==> src/rtl/fifo_pkg.sv <==
// Shared sizing for the FIFO: data width, depth, pointer and counter widths,
// and default almost-full / almost-empty thresholds. Used by the memory and
// by the control block so both agree on the geometry.
package fifo_pkg;

  localparam int DATA_SIZE = 8;
  localparam int MAIN_SIZE = 6;
  localparam int PTR_SIZE  = 6;
  localparam int CNT_SIZE  = 4;
  localparam int AF_LVL    = 4;
  localparam int AE_LVL    = 1;

endpackage

==> src/rtl/fifo_ptr.sv <==
// Wrapping address counter for the FIFO. Advances by one when en is high
// and wraps from MAIN_SIZE-1 back to 0, so depths that are not a power of
// two address only the entries that exist. Used for both read and write side.
module fifo_ptr #(
  parameter int MAIN_SIZE = fifo_pkg::MAIN_SIZE,
  parameter int PTR_SIZE  = fifo_pkg::PTR_SIZE
) (
  input  logic                clk,
  input  logic                reset,
  input  logic                en,
  output logic [PTR_SIZE-1:0] ptr
);

  localparam logic [PTR_SIZE-1:0] LAST = PTR_SIZE'(MAIN_SIZE - 1);

  // Pointer register: clears asynchronously, steps with wrap on enable.
  always_ff @(posedge clk or negedge reset) begin
    if (!reset) begin
      ptr <= '0;
    end else if (en) begin
      if (ptr == LAST) ptr <= '0;
      else             ptr <= ptr + PTR_SIZE'(1);
    end
  end

endmodule

==> src/rtl/fifo_ctrl.sv <==
// FIFO controller: pointers, occupancy count and status flags for an
// external MAIN_SIZE-entry memory.
// Optional feature: define FIFO_CTRL_ERR_EN to add the sticky overflow and
// underflow outputs; without it those ports and their logic do not exist.
//
// Request semantics: push and pop are requests that are accepted only when
// the FIFO can honour them (push while not full, pop while not empty). An
// accepted request drives its memory strobe in the same cycle and takes
// effect at the next rising edge; a rejected request changes nothing.
`ifndef FIFO_CTRL
`define FIFO_CTRL

module fifo_ctrl #(
  parameter int MAIN_SIZE = fifo_pkg::MAIN_SIZE,
  parameter int PTR_SIZE  = fifo_pkg::PTR_SIZE,
  parameter int CNT_SIZE  = fifo_pkg::CNT_SIZE,
  parameter int AF_LVL    = fifo_pkg::AF_LVL,
  parameter int AE_LVL    = fifo_pkg::AE_LVL
) (
  input  logic                clk,
  input  logic                reset,
  input  logic                push,
  input  logic                pop,
  output logic                mem_write,
  output logic                mem_read,
  output logic [PTR_SIZE-1:0] wr_ptr,
  output logic [PTR_SIZE-1:0] rd_ptr,
  output logic [CNT_SIZE-1:0] count,
  output logic                full,
  output logic                empty,
  output logic                almost_full,
`ifdef FIFO_CTRL_ERR_EN
  output logic                overflow,
  output logic                underflow,
`endif
  output logic                almost_empty
);

  localparam logic [CNT_SIZE-1:0] CNT_MAX = CNT_SIZE'(MAIN_SIZE);
  localparam logic [CNT_SIZE-1:0] CNT_AF  = CNT_SIZE'(AF_LVL);
  localparam logic [CNT_SIZE-1:0] CNT_AE  = CNT_SIZE'(AE_LVL);

  logic                push_ok;
  logic                pop_ok;
  logic [CNT_SIZE-1:0] count_nxt;

  // Acceptance decode; reset gates the strobes because the flags alone
  // would still let a push through while reset is held low.
  always_comb begin
    push_ok   = push & ~full  & reset;
    pop_ok    = pop  & ~empty & reset;
    mem_write = push_ok;
    mem_read  = pop_ok;
  end

  // Next occupancy: simultaneous accepted push and pop cancel out.
  always_comb begin
    count_nxt = count;
    case ({push_ok, pop_ok})
      2'b10:   count_nxt = count + CNT_SIZE'(1);
      2'b01:   count_nxt = count - CNT_SIZE'(1);
      default: count_nxt = count;
    endcase
  end

  // Count and flags are registered together so they never disagree.
  always_ff @(posedge clk or negedge reset) begin
    if (!reset) begin
      count        <= '0;
      full         <= 1'b0;
      empty        <= 1'b1;
      almost_full  <= 1'b0;
      almost_empty <= 1'b1;
    end else begin
      count        <= count_nxt;
      full         <= (count_nxt == CNT_MAX);
      empty        <= (count_nxt == '0);
      almost_full  <= (count_nxt >= CNT_AF);
      almost_empty <= (count_nxt <= CNT_AE);
    end
  end

  fifo_ptr #(
    .MAIN_SIZE (MAIN_SIZE),
    .PTR_SIZE  (PTR_SIZE)
  ) u_wr_ptr (
    .clk   (clk),
    .reset (reset),
    .en    (push_ok),
    .ptr   (wr_ptr)
  );

  fifo_ptr #(
    .MAIN_SIZE (MAIN_SIZE),
    .PTR_SIZE  (PTR_SIZE)
  ) u_rd_ptr (
    .clk   (clk),
    .reset (reset),
    .en    (pop_ok),
    .ptr   (rd_ptr)
  );

`ifdef FIFO_CTRL_ERR_EN
  // Sticky error capture: a push refused for fullness (not rescued by a
  // same-cycle pop) or any pop while empty latches until reset.
  always_ff @(posedge clk or negedge reset) begin
    if (!reset) begin
      overflow  <= 1'b0;
      underflow <= 1'b0;
    end else begin
      if (push & full & ~pop_ok) overflow  <= 1'b1;
      if (pop & empty)           underflow <= 1'b1;
    end
  end
`endif

endmodule

`endif

==> config.mk <==
export PLATFORM = sky130hd
export DESIGN_NAME = fifo_ctrl
export DESIGN_NICKNAME = d
export VERILOG_FILES = /design/src/rtl/fifo_pkg.sv /design/src/rtl/fifo_ptr.sv /design/src/rtl/fifo_ctrl.sv
export SDC_FILE = /design/constraint.sdc
export NUM_CORES = 1
export LEC_CHECK = 0
export ABC_AREA = 0
export BUFFER_PORTS_ARGS = -buffer_cell sky130_fd_sc_hd__buf_2
export CAP_MARGIN = 15
export CORE_MARGIN = 1
export CORE_UTILIZATION = 50
export CTS_BUF_LIST = sky130_fd_sc_hd__clkbuf_4
export CTS_CLUSTER_SIZE = 20
export DETAILED_ROUTE_END_ITERATION = 10
export PLACE_DENSITY = 0.77
export SETUP_SLACK_MARGIN = 0.1
export SLEW_MARGIN = 20
export SYNTH_ARGS = -nofsm -noshare
export SYNTH_HDL_FRONTEND = slang
export SYNTH_HIERARCHICAL = 1
export SYNTH_SLANG_ARGS = --single-unit
==> constraint.sdc <==
create_clock -name clk -period 2.14 [get_ports clk]
set_input_delay 0.107 -clock clk [delete_from_list [all_inputs] [get_ports clk]]
set_output_delay 0.107 -clock clk [all_outputs]
set_load 0.05 [all_outputs]
==> out/qor.csv <==
stage,metric,value,unit
logic_synthesis,"Distinct cells, synth",39,
timing,final worst slack,0.0301,ns
timing,Setup Skew,0.00498,ns
run,max-cap viol count,0,
final_layout,area of the multi-input gates,716,sq um
cts,Worst-Skew Late Latency,0.30,ns
place,Port Buf Inserts,25,
critical_path,R2R cell count,10,
final_layout,antenna cells,0,
grt,global-route usage over all layers,0.254,
final_layout,layout cells sized above 1,0.451,
logic_synthesis,asr flop ratio synth,1.00,
die,row cnt,17,
logic_synthesis,Synth top cells by count,"dfrtp_1 (18), inv_1 (11), a21oi_1 (8)",
grt,vias in the first global route,1024,
final_layout,area delta synth->final,34.4,%
logic_synthesis,post-synthesis sequential area ratio,0.424,
die,die width,50.7,um
die,Initial Util,0.531,
timing,"Slew Viols, Final",0,
critical_path,CP max FO,3,
detailed_routing,detailed-route wire length per cell,15.5,um
cts,H-tree depth,1,
timing,RSZ-0062 raised after global routing,yes,
logic_synthesis,"EDFF count, synth",0,
min_path,hold_sp,pop,
logic_synthesis,Syn Inst Count,111,
timing,Max Clock Freq,474,MHz
grt,largest net degree at the start of global routing,13,
timing,Hold WS,0.389,ns
detailed_routing,DR vias,1010,
min_path,min-delay worst type,primary input to flop,
logic_synthesis,top cell type's share of synthesized area,0.380,
critical_path,Setup crit end,almost_empty,
logic_synthesis,ys flop type,dfrtp_1,
critical_path,Worst R2R Start,empty,
final_layout,FF/Latch Area,504,sq um
logic_synthesis,ranking of synthesized cells by area,"dfrtp_1 (38%), ha_1 (6.3%), dfstp_2 (4.4%)",
detailed_routing,drt initial violations,20,
logic_synthesis,most area-hungry cell type in the Yosys netlist,dfrtp_1,
detailed_routing,Vias per Instance,5.58,
die,die area,2570,sq um
timing,fin crit share,0.986,
logic_synthesis,Seq cells post-synth,20,
place,HPWL Detailed,2040,um
critical_path,CP Launch Point,empty,
logic_synthesis,Synth warnings,6,
die,Core ar.,2230,sq um
die,Die Y,50.7,um
logic_synthesis,top-count cell post-synth,dfrtp_1,
critical_path,crit path DAT,2.35,ns
critical_path,FF-to-FF End,almost_empty,
cts,Clock transition at path regs,0.12,ns
final_layout,fin nets,164,
grt,initial antenna violation count,0,
critical_path,CP Capture Type,flop,
detailed_routing,drt first pass iters,4,
logic_synthesis,syn nets,121,
detailed_routing,Post-Route WL,2810,um
timing,Worst-Margin Slew,0.427,ns
place,pre-CTS WS,0.0000855,ns
critical_path,startpoint types,flop,
timing,min Tclk post-route,2.11,ns
cts,CTS Buf Count,3,
run_status,status,completed,
place,GP Congestion,0.814,
logic_synthesis,Synth Cell Area,1180,sq um
die,io pins,26,
detailed_routing,DRC violations left,0,
grt,global-route wire length before repair,4690,um
cts,CTS tree,done,
critical_path,"Req. time, crit path",2.38,ns
cts,CTS sink cnt,20,
timing,Finish-stage setup viols,0,
cts,Max Root-Sink Buffers,2,
timing,"Hold Vio Cnt, Final",0,
detailed_routing,antenna-violating nets left,0,
critical_path,critical setup path kind,flop to flop,
critical_path,R2R Setup Slk,0.03,ns
logic_synthesis,Syn Area/Cell,10.7,sq um
final_layout,Filler Cell Count,170,
grt,total global routing overflow,0,
timing,Slew HR,0.713,
cts,CTS Root Cell,clkbuf_4,
what timing repair did:
item	CTS	global route
gates resized for setup	5	2
buffers inserted	4	0
hold endpoints to repair	20	0
pin swaps	4	0
hold buffers	1	0
endpoints found under the setup margin	4	5
placed cells by master (no fill, tap or decap), drive strengths merged, types with 5 or more instances in the layout:
master	synthesis	final
buf	1	38
dfrtp	18	18
nand2b	5	5
ha	6	6
a21oi	8	8
inv	12	12
nand2	6	6
nor3	5	5
routing by layer:
layer  share of wire  global-route usage  vias up
met4           0.030               0.130        0
met1            0.43               0.285      480
li1                -                   -      486
met3           0.032              0.0455       12
met5               0                   0        -
met2            0.50               0.456       32
state kept, by name, indices dropped and copies added (netlist names):
register      flops
empty             1
count             4
u_wr_ptr/ptr      6
full              1
almost_full       1
u_rd_ptr/ptr      6
almost_empty      1
how the worst min path moves through the flow:
stage	end	slack [ns]	cells past startpoint
6_report	u_rd_ptr/ptr[0]	0.39	5
5_1_grt	u_wr_ptr/ptr[0]	0.40	4
4_1_cts	u_rd_ptr/ptr[0]	0.37	5
3_5_place_dp	u_rd_ptr/ptr[3]	0.14	2
3_3_place_gp	u_rd_ptr/ptr[3]	0.15	2
2_1_floorplan	almost_full	-0.19	0
worst max-delay path, stage by stage (launching register included):
cell and delay (ns):
dfstp_2 0.54, nand3b_4 0.16, inv_8 0.04, nand2_4 0.06, xnor2_2 0.06, ha_2 0.19
a21oi_4 0.14, and4_4 0.24, nor3_2 0.05, or3b_4 0.41, nor3_2 0.13
logic make-up (layout without fill, tap and decap cells):
kind of cell	after synthesis	after routing	synth area share
buffers and inverters	13	55	0.0444
adders and majority gates	6	6	0.0634
DFF	20	20	0.424
xor gates and xnor gates	6	6	0.0444
and+or+nand+nor	37	37	0.228
AOI/OAI and AO/OA	25	25	0.152
muxes	4	4	0.0433
metrics by stage:
step | TNS (ns) | cell area [sq um] | cells | util
3_5_place_dp | 0 | 1460 | 172 | 0.653
4_1_cts | 0 | 1580 | 181 | 0.706
5_1_grt | -0.251 | 1590 | 181 | 0.713
2_1_floorplan | -0.521 | 1240 | 111 | -
3_3_place_gp | 0 | 1460 | 172 | 0.653
6_report | 0 | 1590 | 181 | 0.713
area by class of cell:
class | count | share of cell area
clock inverters | 1 | 0.0189
flip-flops and latches | 20 | 0.317
repair buffers | 39 | 0.146
multi-input cells | 78 | 0.449
inverters | 12 | 0.0330
well taps | 28 | 0.0220
clock buffers | 3 | 0.0141
Power is not shown: default switching activity piles up to over one toggle a cycle in this logic, so the estimate is an artifact.
